--- config.mk ---
export PLATFORM = sky130hd
export DESIGN_NAME = cp0_tlb_ctrl_flat
export DESIGN_NICKNAME = d
export VERILOG_FILES = /design/src/rtl/cp0_tlb_ctrl_if.sv /design/src/rtl/cp0_tlb_ctrl.sv /design/src/flat_wrapper.sv
export SDC_FILE = /design/constraint.sdc
export NUM_CORES = 1
export LEC_CHECK = 0
export ABC_AREA = 0
export CAP_MARGIN = 5
export CELL_PAD_IN_SITES_DETAIL_PLACEMENT = 0
export CELL_PAD_IN_SITES_GLOBAL_PLACEMENT = 2
export CORE_MARGIN = 2
export CORE_UTILIZATION = 27
export DETAILED_ROUTE_END_ITERATION = 6
export GPL_TIMING_DRIVEN = 0
export MAX_ROUTING_LAYER = met4
export PLACE_DENSITY = 0.78
export SLEW_MARGIN = 20
export SYNTH_ARGS = -nofsm -noshare
export SYNTH_HDL_FRONTEND = slang
export SYNTH_SLANG_ARGS = --single-unit
--- constraint.sdc ---
create_clock -name clk -period 2.3 [get_ports clk]
set_input_delay 0.46 -clock clk [delete_from_list [all_inputs] [get_ports clk]]
set_output_delay 0.46 -clock clk [all_outputs]
set_load 0.03 [all_outputs]
--- src/rtl/cp0_tlb_ctrl_if.sv ---
// TLB instruction handshake plus the MMU request/response bundle.
// master = CP0-side controller, slave = execute stage / MMU side.
interface cp0_tlb_ctrl_if #(
   parameter int IW = 4
);
   logic          op_valid;
   logic [1:0]    op_code;
   logic          op_ready;
   logic          op_done;
   logic [7:0]    mmu_asid;
   logic          mmu_is_tlbwi;
   logic          mmu_is_tlbwr;
   logic [IW-1:0] mmu_index;
   logic [IW-1:0] mmu_random;
   logic [31:0]   mmu_entry_hi;
   logic [31:0]   mmu_entry_lo0;
   logic [31:0]   mmu_entry_lo1;
   logic [31:0]   mmu_p_index;
   logic [31:0]   mmu_r_hi;
   logic [31:0]   mmu_r_lo0;
   logic [31:0]   mmu_r_lo1;

   modport master (
      input  op_valid, op_code, mmu_p_index, mmu_r_hi, mmu_r_lo0, mmu_r_lo1,
      output op_ready, op_done, mmu_asid, mmu_is_tlbwi, mmu_is_tlbwr, mmu_index,
             mmu_random, mmu_entry_hi, mmu_entry_lo0, mmu_entry_lo1
   );

   modport slave (
      output op_valid, op_code, mmu_p_index, mmu_r_hi, mmu_r_lo0, mmu_r_lo1,
      input  op_ready, op_done, mmu_asid, mmu_is_tlbwi, mmu_is_tlbwr, mmu_index,
             mmu_random, mmu_entry_hi, mmu_entry_lo0, mmu_entry_lo1
   );
endinterface

--- src/rtl/cp0_tlb_ctrl.sv ---
// CP0 TLB register file and TLBR/TLBWI/TLBWR/TLBP sequencer towards the MMU.
// Snapshots of Index/Random/EntryHi/EntryLo are taken when an op is accepted
// and held until the next accept; MTC0 during an op only touches the
// architectural copies.
module cp0_tlb_ctrl #(
   parameter int  TLB_ENTRIES = 16,
   localparam int IW          = $clog2(TLB_ENTRIES)
) (
   input  logic           clk,
   input  logic           resetn,
   cp0_tlb_ctrl_if.master bus,
   input  logic           cp0_we,
   input  logic [4:0]     cp0_waddr,
   input  logic [31:0]    cp0_wdata,
   input  logic [4:0]     cp0_raddr,
   output logic [31:0]    cp0_rdata,
   input  logic           exc_tlb,
   input  logic [31:0]    exc_badvaddr
);

   typedef enum logic [1:0] {
      ST_IDLE    = 2'd0,
      ST_WRITE   = 2'd1,
      ST_LOOKUP  = 2'd2,
      ST_CAPTURE = 2'd3
   } state_t;

   localparam logic [1:0] OP_TLBR  = 2'b00;
   localparam logic [1:0] OP_TLBWI = 2'b01;
   localparam logic [1:0] OP_TLBWR = 2'b10;
   localparam logic [1:0] OP_TLBP  = 2'b11;

   localparam logic [4:0] REG_INDEX    = 5'd0;
   localparam logic [4:0] REG_RANDOM   = 5'd1;
   localparam logic [4:0] REG_ENTRYLO0 = 5'd2;
   localparam logic [4:0] REG_ENTRYLO1 = 5'd3;
   localparam logic [4:0] REG_CONTEXT  = 5'd4;
   localparam logic [4:0] REG_WIRED    = 5'd6;
   localparam logic [4:0] REG_ENTRYHI  = 5'd10;

   localparam logic [IW-1:0] RANDOM_MAX = IW'(TLB_ENTRIES - 1);

   state_t        state_r;
   state_t        state_nxt_s;
   logic [1:0]    op_r;

   logic          index_p_r;
   logic [IW-1:0] index_r;
   logic [IW-1:0] random_r;
   logic [IW-1:0] wired_r;
   logic [25:0]   lo0_r;
   logic [25:0]   lo1_r;
   logic [8:0]    pte_base_r;
   logic [18:0]   bad_vpn2_r;
   logic [18:0]   vpn2_r;
   logic [7:0]    asid_r;

   logic [IW-1:0] snap_index_r;
   logic [IW-1:0] snap_random_r;
   logic [31:0]   snap_hi_r;
   logic [31:0]   snap_lo0_r;
   logic [31:0]   snap_lo1_r;

   logic          accept_s;
   logic          ready_s;
   logic          op_done_s;
   logic          tlbwi_s;
   logic          tlbwr_s;
   logic          capture_s;
   logic [31:0]   entry_hi_s;
   logic [31:0]   rdata_s;

   logic          wr_index_s;
   logic          wr_lo0_s;
   logic          wr_lo1_s;
   logic          wr_context_s;
   logic          wr_wired_s;
   logic          wr_hi_s;
   logic          unused_s;

   assign wr_index_s   = cp0_we && (cp0_waddr == REG_INDEX);
   assign wr_lo0_s     = cp0_we && (cp0_waddr == REG_ENTRYLO0);
   assign wr_lo1_s     = cp0_we && (cp0_waddr == REG_ENTRYLO1);
   assign wr_context_s = cp0_we && (cp0_waddr == REG_CONTEXT);
   assign wr_wired_s   = cp0_we && (cp0_waddr == REG_WIRED);
   assign wr_hi_s      = cp0_we && (cp0_waddr == REG_ENTRYHI);

   assign entry_hi_s = {vpn2_r, 5'd0, asid_r};

   // Next-state and per-state strobes; exceptions abort lookups and block accepts.
   always_comb begin
      state_nxt_s = state_r;
      accept_s    = 1'b0;
      ready_s     = 1'b0;
      op_done_s   = 1'b0;
      tlbwi_s     = 1'b0;
      tlbwr_s     = 1'b0;
      capture_s   = 1'b0;
      case (state_r)
         ST_IDLE: begin
            ready_s = !exc_tlb;
            if (bus.op_valid && !exc_tlb) begin
               accept_s = 1'b1;
               if ((bus.op_code == OP_TLBWI) || (bus.op_code == OP_TLBWR)) begin
                  state_nxt_s = ST_WRITE;
               end else begin
                  state_nxt_s = ST_LOOKUP;
               end
            end else begin
               state_nxt_s = ST_IDLE;
            end
         end
         ST_WRITE: begin
            op_done_s   = 1'b1;
            tlbwi_s     = (op_r == OP_TLBWI);
            tlbwr_s     = (op_r == OP_TLBWR);
            state_nxt_s = ST_IDLE;
         end
         ST_LOOKUP: begin
            if (exc_tlb) begin
               state_nxt_s = ST_IDLE;
            end else begin
               state_nxt_s = ST_CAPTURE;
            end
         end
         ST_CAPTURE: begin
            if (!exc_tlb) begin
               capture_s = 1'b1;
               op_done_s = 1'b1;
            end else begin
               capture_s = 1'b0;
            end
            state_nxt_s = ST_IDLE;
         end
         default: begin
            state_nxt_s = ST_IDLE;
         end
      endcase
   end

   // FSM state and the opcode of the op in flight.
   always_ff @(posedge clk or negedge resetn) begin
      if (!resetn) begin
         state_r <= ST_IDLE;
         op_r    <= 2'b00;
      end else begin
         state_r <= state_nxt_s;
         if (accept_s) begin
            op_r <= bus.op_code;
         end
      end
   end

   // Random countdown, reloaded at Wired or zero and on any Wired write.
   always_ff @(posedge clk or negedge resetn) begin
      if (!resetn) begin
         random_r <= RANDOM_MAX;
      end else if (wr_wired_s) begin
         random_r <= RANDOM_MAX;
      end else if ((random_r == wired_r) || (random_r == {IW{1'b0}})) begin
         random_r <= RANDOM_MAX;
      end else begin
         random_r <= random_r - IW'(1);
      end
   end

   // Index: TLBP result wins over a same-cycle MTC0; P is hardware-only.
   always_ff @(posedge clk or negedge resetn) begin
      if (!resetn) begin
         index_p_r <= 1'b0;
         index_r   <= {IW{1'b0}};
      end else if (capture_s && (op_r == OP_TLBP)) begin
         index_p_r <= bus.mmu_p_index[31];
         index_r   <= bus.mmu_p_index[IW-1:0];
      end else if (wr_index_s) begin
         index_r <= cp0_wdata[IW-1:0];
      end
   end

   // EntryLo0/1: TLBR capture wins over a same-cycle MTC0.
   always_ff @(posedge clk or negedge resetn) begin
      if (!resetn) begin
         lo0_r <= 26'd0;
         lo1_r <= 26'd0;
      end else if (capture_s && (op_r == OP_TLBR)) begin
         lo0_r <= bus.mmu_r_lo0[25:0];
         lo1_r <= bus.mmu_r_lo1[25:0];
      end else begin
         if (wr_lo0_s) begin
            lo0_r <= cp0_wdata[25:0];
         end
         if (wr_lo1_s) begin
            lo1_r <= cp0_wdata[25:0];
         end
      end
   end

   // EntryHi: exception VPN2 first, then TLBR capture, then MTC0.
   always_ff @(posedge clk or negedge resetn) begin
      if (!resetn) begin
         vpn2_r <= 19'd0;
         asid_r <= 8'd0;
      end else begin
         if (exc_tlb) begin
            vpn2_r <= exc_badvaddr[31:13];
         end else if (capture_s && (op_r == OP_TLBR)) begin
            vpn2_r <= bus.mmu_r_hi[31:13];
         end else if (wr_hi_s) begin
            vpn2_r <= cp0_wdata[31:13];
         end
         if (capture_s && (op_r == OP_TLBR)) begin
            asid_r <= bus.mmu_r_hi[7:0];
         end else if (wr_hi_s) begin
            asid_r <= cp0_wdata[7:0];
         end
      end
   end

   // Context (PTEBase by MTC0, BadVPN2 by exception only) and Wired.
   always_ff @(posedge clk or negedge resetn) begin
      if (!resetn) begin
         pte_base_r <= 9'd0;
         bad_vpn2_r <= 19'd0;
         wired_r    <= {IW{1'b0}};
      end else begin
         if (wr_context_s) begin
            pte_base_r <= cp0_wdata[31:23];
         end
         if (exc_tlb) begin
            bad_vpn2_r <= exc_badvaddr[31:13];
         end
         if (wr_wired_s) begin
            wired_r <= cp0_wdata[IW-1:0];
         end
      end
   end

   // Operand snapshots presented to the MMU, refreshed only on accept.
   always_ff @(posedge clk or negedge resetn) begin
      if (!resetn) begin
         snap_index_r  <= {IW{1'b0}};
         snap_random_r <= {IW{1'b0}};
         snap_hi_r     <= 32'd0;
         snap_lo0_r    <= 32'd0;
         snap_lo1_r    <= 32'd0;
      end else if (accept_s) begin
         snap_index_r  <= index_r;
         snap_random_r <= random_r;
         snap_hi_r     <= entry_hi_s;
         snap_lo0_r    <= {6'd0, lo0_r};
         snap_lo1_r    <= {6'd0, lo1_r};
      end
   end

   // MFC0 read mux over pre-write register state.
   always_comb begin
      rdata_s = 32'd0;
      case (cp0_raddr)
         REG_INDEX: begin
            rdata_s[IW-1:0] = index_r;
            rdata_s[31]     = index_p_r;
         end
         REG_RANDOM:   rdata_s[IW-1:0] = random_r;
         REG_ENTRYLO0: rdata_s = {6'd0, lo0_r};
         REG_ENTRYLO1: rdata_s = {6'd0, lo1_r};
         REG_CONTEXT:  rdata_s = {pte_base_r, bad_vpn2_r, 4'd0};
         REG_WIRED:    rdata_s[IW-1:0] = wired_r;
         REG_ENTRYHI:  rdata_s = entry_hi_s;
         default:      rdata_s = 32'd0;
      endcase
   end

   assign cp0_rdata          = rdata_s;
   assign bus.op_ready       = ready_s;
   assign bus.op_done        = op_done_s;
   assign bus.mmu_is_tlbwi   = tlbwi_s;
   assign bus.mmu_is_tlbwr   = tlbwr_s;
   assign bus.mmu_asid       = asid_r;
   assign bus.mmu_index      = snap_index_r;
   assign bus.mmu_random     = snap_random_r;
   assign bus.mmu_entry_hi   = snap_hi_r;
   assign bus.mmu_entry_lo0  = snap_lo0_r;
   assign bus.mmu_entry_lo1  = snap_lo1_r;

   // Response bits outside the architected fields are intentionally dropped.
   assign unused_s = ^{bus.mmu_r_hi[12:8], bus.mmu_r_lo0[31:26], bus.mmu_r_lo1[31:26],
                       bus.mmu_p_index[30:IW], exc_badvaddr[12:0]};

endmodule

--- src/flat_wrapper.sv ---
// flat-port wrapper written by rule: the top's interface ports become plain ports
module cp0_tlb_ctrl_flat 
#(
   parameter int  TLB_ENTRIES = 16,
   localparam int IW          = $clog2(TLB_ENTRIES)
)
  (clk, resetn, cp0_we, cp0_waddr, cp0_wdata, cp0_raddr, cp0_rdata, exc_tlb, exc_badvaddr, bus_op_valid, bus_op_code, bus_mmu_p_index, bus_mmu_r_hi, bus_mmu_r_lo0, bus_mmu_r_lo1, bus_op_ready, bus_op_done, bus_mmu_asid, bus_mmu_is_tlbwi, bus_mmu_is_tlbwr, bus_mmu_index, bus_mmu_random, bus_mmu_entry_hi, bus_mmu_entry_lo0, bus_mmu_entry_lo1);
  cp0_tlb_ctrl_if #(.IW(4)) bus_i ();
  input  logic clk;
  input  logic resetn;
  input  logic cp0_we;
  input  logic [4:0] cp0_waddr;
  input  logic [31:0] cp0_wdata;
  input  logic [4:0] cp0_raddr;
  output logic [31:0] cp0_rdata;
  input  logic exc_tlb;
  input  logic [31:0] exc_badvaddr;
  input wire logic [$bits(bus_i.op_valid)-1:0] bus_op_valid;
  input wire logic [$bits(bus_i.op_code)-1:0] bus_op_code;
  input wire logic [$bits(bus_i.mmu_p_index)-1:0] bus_mmu_p_index;
  input wire logic [$bits(bus_i.mmu_r_hi)-1:0] bus_mmu_r_hi;
  input wire logic [$bits(bus_i.mmu_r_lo0)-1:0] bus_mmu_r_lo0;
  input wire logic [$bits(bus_i.mmu_r_lo1)-1:0] bus_mmu_r_lo1;
  output wire logic [$bits(bus_i.op_ready)-1:0] bus_op_ready;
  output wire logic [$bits(bus_i.op_done)-1:0] bus_op_done;
  output wire logic [$bits(bus_i.mmu_asid)-1:0] bus_mmu_asid;
  output wire logic [$bits(bus_i.mmu_is_tlbwi)-1:0] bus_mmu_is_tlbwi;
  output wire logic [$bits(bus_i.mmu_is_tlbwr)-1:0] bus_mmu_is_tlbwr;
  output wire logic [$bits(bus_i.mmu_index)-1:0] bus_mmu_index;
  output wire logic [$bits(bus_i.mmu_random)-1:0] bus_mmu_random;
  output wire logic [$bits(bus_i.mmu_entry_hi)-1:0] bus_mmu_entry_hi;
  output wire logic [$bits(bus_i.mmu_entry_lo0)-1:0] bus_mmu_entry_lo0;
  output wire logic [$bits(bus_i.mmu_entry_lo1)-1:0] bus_mmu_entry_lo1;
  assign bus_i.op_valid = bus_op_valid;
  assign bus_i.op_code = bus_op_code;
  assign bus_i.mmu_p_index = bus_mmu_p_index;
  assign bus_i.mmu_r_hi = bus_mmu_r_hi;
  assign bus_i.mmu_r_lo0 = bus_mmu_r_lo0;
  assign bus_i.mmu_r_lo1 = bus_mmu_r_lo1;
  assign bus_op_ready = bus_i.op_ready;
  assign bus_op_done = bus_i.op_done;
  assign bus_mmu_asid = bus_i.mmu_asid;
  assign bus_mmu_is_tlbwi = bus_i.mmu_is_tlbwi;
  assign bus_mmu_is_tlbwr = bus_i.mmu_is_tlbwr;
  assign bus_mmu_index = bus_i.mmu_index;
  assign bus_mmu_random = bus_i.mmu_random;
  assign bus_mmu_entry_hi = bus_i.mmu_entry_hi;
  assign bus_mmu_entry_lo0 = bus_i.mmu_entry_lo0;
  assign bus_mmu_entry_lo1 = bus_i.mmu_entry_lo1;
  cp0_tlb_ctrl #(.TLB_ENTRIES(TLB_ENTRIES)) u_core (.clk(clk), .resetn(resetn), .bus(bus_i), .cp0_we(cp0_we), .cp0_waddr(cp0_waddr), .cp0_wdata(cp0_wdata), .cp0_raddr(cp0_raddr), .cp0_rdata(cp0_rdata), .exc_tlb(exc_tlb), .exc_badvaddr(exc_badvaddr));
endmodule
Yosys cells after proc, flatten, opt, wreduce, memory -nomap -nowiden

Cells that the tools add are included.

Mux-type cells: 28
Equality and inequality tests: 20
Reduce and logical (&&, ||, !) cells: 23
Add/subtract/negate cells: 1

Operators by type and width:

| operator                                          | number |
|---|---|
| case mux 27 bit (4 select lines)                  | 1 |
| 2-to-1 mux 26 bit                                 | 4 |
| 2-to-1 mux 19 bit                                 | 3 |
| case mux 4 bit (6 select lines)                   | 1 |
| == test 5 x 2 -> 1 bit (second input constant)    | 4 |
| == test 5 x 3 -> 1 bit (second input constant)    | 4 |
| 2-to-1 mux 4 bit                                  | 4 |
| 2-to-1 mux 8 bit                                  | 2 |
| == test 2 bit (second input constant)             | 5 |
| == test 5 x 4 -> 1 bit (second input constant)    | 2 |
| logical NOT 5 bit                                 | 2 |
| logical AND 1 bit                                 | 9 |
| nonzero test 2 bit                                | 4 |
| 2-to-1 mux 1 bit                                  | 7 |
| == test 2 x 1 -> 1 bit (second input constant)    | 3 |
| 2-to-1 mux 2 bit                                  | 3 |
| case mux 2 bit (3 select lines)                   | 1 |
| == test 5 x 1 -> 1 bit (second input constant)    | 1 |
| == test 4 bit                                     | 1 |
| logical NOT 2 bit                                 | 2 |
| logical NOT 4 bit                                 | 1 |
| subtractor 4 x 1 -> 4 bit (second input constant) | 1 |
| case mux 1 bit (3 select lines)                   | 1 |
| nonzero test 3 bit                                | 1 |
| other kinds (4)                                   | 5 |

Bits in registers: 211
Logic and storage cells: 89

Depth between registers and ports, before layout

Depth after elaboration: 5
Depth in mapped cells: 7

Least setup slack after synthesis

Ideal clock, no wire load.

Kind: input to register
Start: input exc_tlb
End: register u_core.snap_hi_r[21], in the netlist u_core.bus.mmu_entry_hi[21]
Data required time: 2,175 ps
Stages: 7
Setup time: 125 ps
Data arrival time: 2,318 ps
Path slack: -143 ps
Cell sequence: buf_2 -> nor3_1 -> and2_1 -> buf_4 -> buf_6 -> buf_6 -> mux2_2

Word-level cells in the longest chain between the ends: 4

RTL lines:

| element              | RTL line            | text |
|---|---|---|
| from (decl)          | flat_wrapper.sv:16  | `input logic exc_tlb;` |
| logical NOT 1 bit    | cp0_tlb_ctrl.sv:102 | `if (bus.op_valid && !exc_tlb) begin` |
| logical AND 1 bit    | cp0_tlb_ctrl.sv:102 |  |
| 2-to-1 mux 1 bit     | cp0_tlb_ctrl.sv:102 |  |
| 2-to-1 mux 1 bit     | cp0_tlb_ctrl.sv:99  | `case (state_r)` |
| to (signal assigned) | cp0_tlb_ctrl.sv:249 | `snap_hi_r <= entry_hi_s;` |
| to (decl)            | cp0_tlb_ctrl.sv:60  | `logic [31:0] snap_hi_r;` |

No other way between the ends.
A chain may end at the register's enable or synchronous reset.

Worst setup path after layout

Start: input cp0_raddr[4]
End: output cp0_rdata[12]

Word-level cells in the longest chain between the ends: 2

RTL lines:

| element                                        | RTL line            | text |
|---|---|---|
| from (decl)                                    | flat_wrapper.sv:14  | `input logic [4:0] cp0_raddr;` |
| == test 5 x 4 -> 1 bit (tied with other cells) | cp0_tlb_ctrl.sv:258 | `case (cp0_raddr)` |
| case mux 27 bit (4 select lines) *             | cp0_tlb_ctrl.sv:258 |  |
| to (decl)                                      | flat_wrapper.sv:15  | `output logic [31:0] cp0_rdata;` |

Every way passes the cells marked *; elsewhere a longest branch is shown, timed or not.

==> out/metrics.yaml <==
placement:
  placed_area_um2: 13300
  dp_hpwl_mm: 29.2
  io_buffer_count: 280
  gp_congestion: 0.795
floorplanning:
  fp.dieH_um: 194
  die_w_um: 194
  pin_count: 357
  core_um2: 35600
  dieArea_um2: 37700
  start_util_pct: 27.5
  num_rows: 69
final_layout:
  finalNetCount: 1440
  layout-drive-gt1-share_pct: 28.6
  final_cell_mix: "clkdlybuf4s50_1 (239), dfrtp_1 (207), nand2_1 (141)"
  syn_to_final_growth_pct: 53.3
  fin_area_um2: 15000
  final_common_cell: "clkdlybuf4s50_1"
global_route:
  first_global_vias: 8787
  antenna_found_initial: 1
  grt-ovfl-total: 0
  grtUsageTotal_pct: 21.9
  top_usage_layer: "met2"
  use_met1_pct: 28.5
  grt_pass1_wl_mm: 59.4
  met3_usage_pct: 5.17
  grt.met2_usage_pct: 34.5
  grt_max_degree: 95
route:
  wl_mm: 40.8
  wire_per_inst_um: 23.8
  drtIter0Drc: 481
  firstDrtPassIters: 6
  ant_nets: 0
  vias_per_cell: 4.91
  drc_errors: 0
  vias: 8405
synthesis:
  yosys_most_used_dff: "dfrtp_1"
  synth-edff-count: 0
  synth.area.top_cells: "dfrtp_1 (53%), mux2_2 (15%), nand2_1 (5.9%), a31oi_1 (3.3%), nor2_1 (3.3%)"
  yosys.area.top_type: "dfrtp_1"
  synth_area_um2: 9770
  ys_ff_latch: 211
  syn_area_per_cell_um2: 11.2
  ys.warnings.count: 0
  yosysTopAreaCellShare_pct: 53.0
  synthCells: 873
  yosysSeqAreaShare_pct: 54.1
  synth.distinct_cells: 46
  async_flop_share_pct: 100
setup_path:
  reg2reg_to: "u_core.vpn2_r[4]"
  crit_slowest_cell: "or3b_4"
  critPathMaxStageDelay_ns: 0.44
  critical_path_arrival_ns: 1.93
  ff2ff_setup_slack_ns: 0.16
  r2r-start: "u_core.state_r[0]"
  end_kind: "primary output"
  rr_worst_depth: 7
  worstSetupPathType: "input pin to primary output"
  crit_top_cell: "buf_12"
  crit_fanout: 5
  crit_required_ns: 1.84
  cp_cell_sequence: "buf_8, or3b_4, nor3b_4, buf_12, buf_12, buf_12, a222oi_1, inv_1, buf_6"
  worst_setup_path_start_kind: "input pin"
power_and_ir_drop:
  power_mw: 15.4
  ir_drop_v: 0.000630
  p_per_area_nw_per_um2: 1030
  leakage_nw: 6.54
timing:
  maxSlewViolCount: 0
  tightest_slew_ns: 0.818
  setup_viol: 29
  setup_ws_ns: -0.0854
  period_needed_ns: 2.39
  finalHoldViolations: 0
  fin_skew_ns: 0.0210
  max_freq_ghz: 0.419
  fin_crit_sh_pct: 104
  relSlewSlack_pct: 45.5
  holdWs_ns: 0.444
  rsz0062_at_grt: "true"
clock_tree:
  cts-root-buf: "clkbuf_16"
  numCtsBuffers: 26
  clk_path_buf_depth: 3
  cts_max_level: 1
  path_clk_slew_ns: 0.06
  clk_latency_ns: 0.54
  clkSinkCount: 211
  cts_tree: "yes"
outcome:
  status: "complete, but fails checks"
  violations: "setup timing"
hold_path:
  hold_class: "input pin to asynchronous set/reset pin"
flow_run:
  maxCapViolCount: 0
## what timing repair did
| action | in CTS | in global routing |
|---|---|---|
| hold buffers | 1 | 0 |
| pin swaps | 32 | 24 |
| buffers inserted | 23 | 3 |
| endpoints found under the setup margin | 68 | 78 |
| cloned | 6 | 2 |
| endpoints found under the hold margin | 59 | 0 |
| gates resized for setup | 326 | 23 |
## logic make-up (layout without fill, tap and decap cells)
family / after synthesis / in the layout / synth area share (%)
xor gates and xnor gates: 7 / 7 / 0.628
other: 1 / 18 / 0.0384
and+or+nand+nor: 270 / 270 / 12.0
buffers and inverters: 85 / 445 / 5.15
AOI/OAI and AO/OA: 156 / 156 / 11.7
DFF: 211 / 211 / 54.1
adders and majority gates: 1 / 1 / 0.128
muxes: 142 / 142 / 16.2
## worst max-delay path by stage
stage,start,to,slack [ns],cells after the start
final,cp0_raddr[4],cp0_rdata[12],-0.09,9
after global routing,cp0_raddr[4],cp0_rdata[20],-0.12,9
after CTS,cp0_raddr[2],cp0_rdata[12],-0.10,9
after detailed placement,cp0_raddr[3],cp0_rdata[5],-1.73,7
after global placement,resetn,u_core.bus.mmu_entry_lo1[8],-8.66,1
after floorplan,cp0_raddr[0],cp0_rdata[26],0.03,5
## worst max-delay path: cells and delay by family
family	cells	cell delay [ns]
AOI/OAI and AO/OA	1	0.08
and+or+nand+nor	2	0.67
buffers and inverters	6	0.71
## per-layer routing
layer  vias up  routed length [um]
met1      4204               17800
li1       3825                   -
met5         -                   0
met2       318               18900
met4         0                 955
met3        58                3090
## flip-flops by register name, summed over array words and instances (netlist names), 8 cells and up
| register | flops |
|---|---|
| u_core.lo1_r | 26 |
| u_core.bus.mmu_entry_lo0 | 26 |
| u_core.lo0_r | 26 |
| u_core.bad_vpn2_r | 19 |
| u_core.pte_base_r | 9 |
| u_core.vpn2_r | 19 |
| u_core.bus.mmu_entry_hi | 27 |
| u_core.bus.mmu_entry_lo1 | 26 |
| u_core.bus.mmu_asid | 8 |
## cell type report
cell class                 instances  area (um^2)
timing repair buffer             315         3400
multi-input combinational        593         4240
sequential                       211         5290
antenna                            1         2.50
inverter                          10         37.5
buffer                            73          568
clock buffer                      44          818
fill                            3435        20600
tap                              461          577
clock inverter                     3         51.3
## synthesized netlist by cell type (12+ instances only)
master / instances
mux2_2: 130
a31oi_1: 52
buf_4: 29
o31ai_1: 18
nor2_1: 86
mux2i_1: 12
a22oi_1: 34
nand2_1: 153
a21oi_1: 13
dfrtp_1: 207
buf_2: 12
clkbuf_1: 22
a221oi_1: 18
## metrics by stage
stage | utilization, % | worst slack, ns | std cells | setup TNS [ns]
after floorplan | - | 0.0316 | 889 | 0
after global placement | 37.2 | -8.66 | 1630 | -1884.95
after detailed placement | 37.4 | -1.73 | 1632 | -73.78
after CTS | 41.9 | -0.102 | 1708 | -2.10
after global routing | 42.1 | -0.123 | 1711 | -2.39
final | 42.1 | -0.0854 | 1711 | -0.863
## report_power, final
part	leakage [nW]	total [mW]	switching [mW]	internal [mW]
clock network	0.427	4.15	1.64	2.51
logic	3.50	5.36	2.83	2.53
registers	2.62	5.91	0.945	4.96
Power figures use the tool's default switching activity.
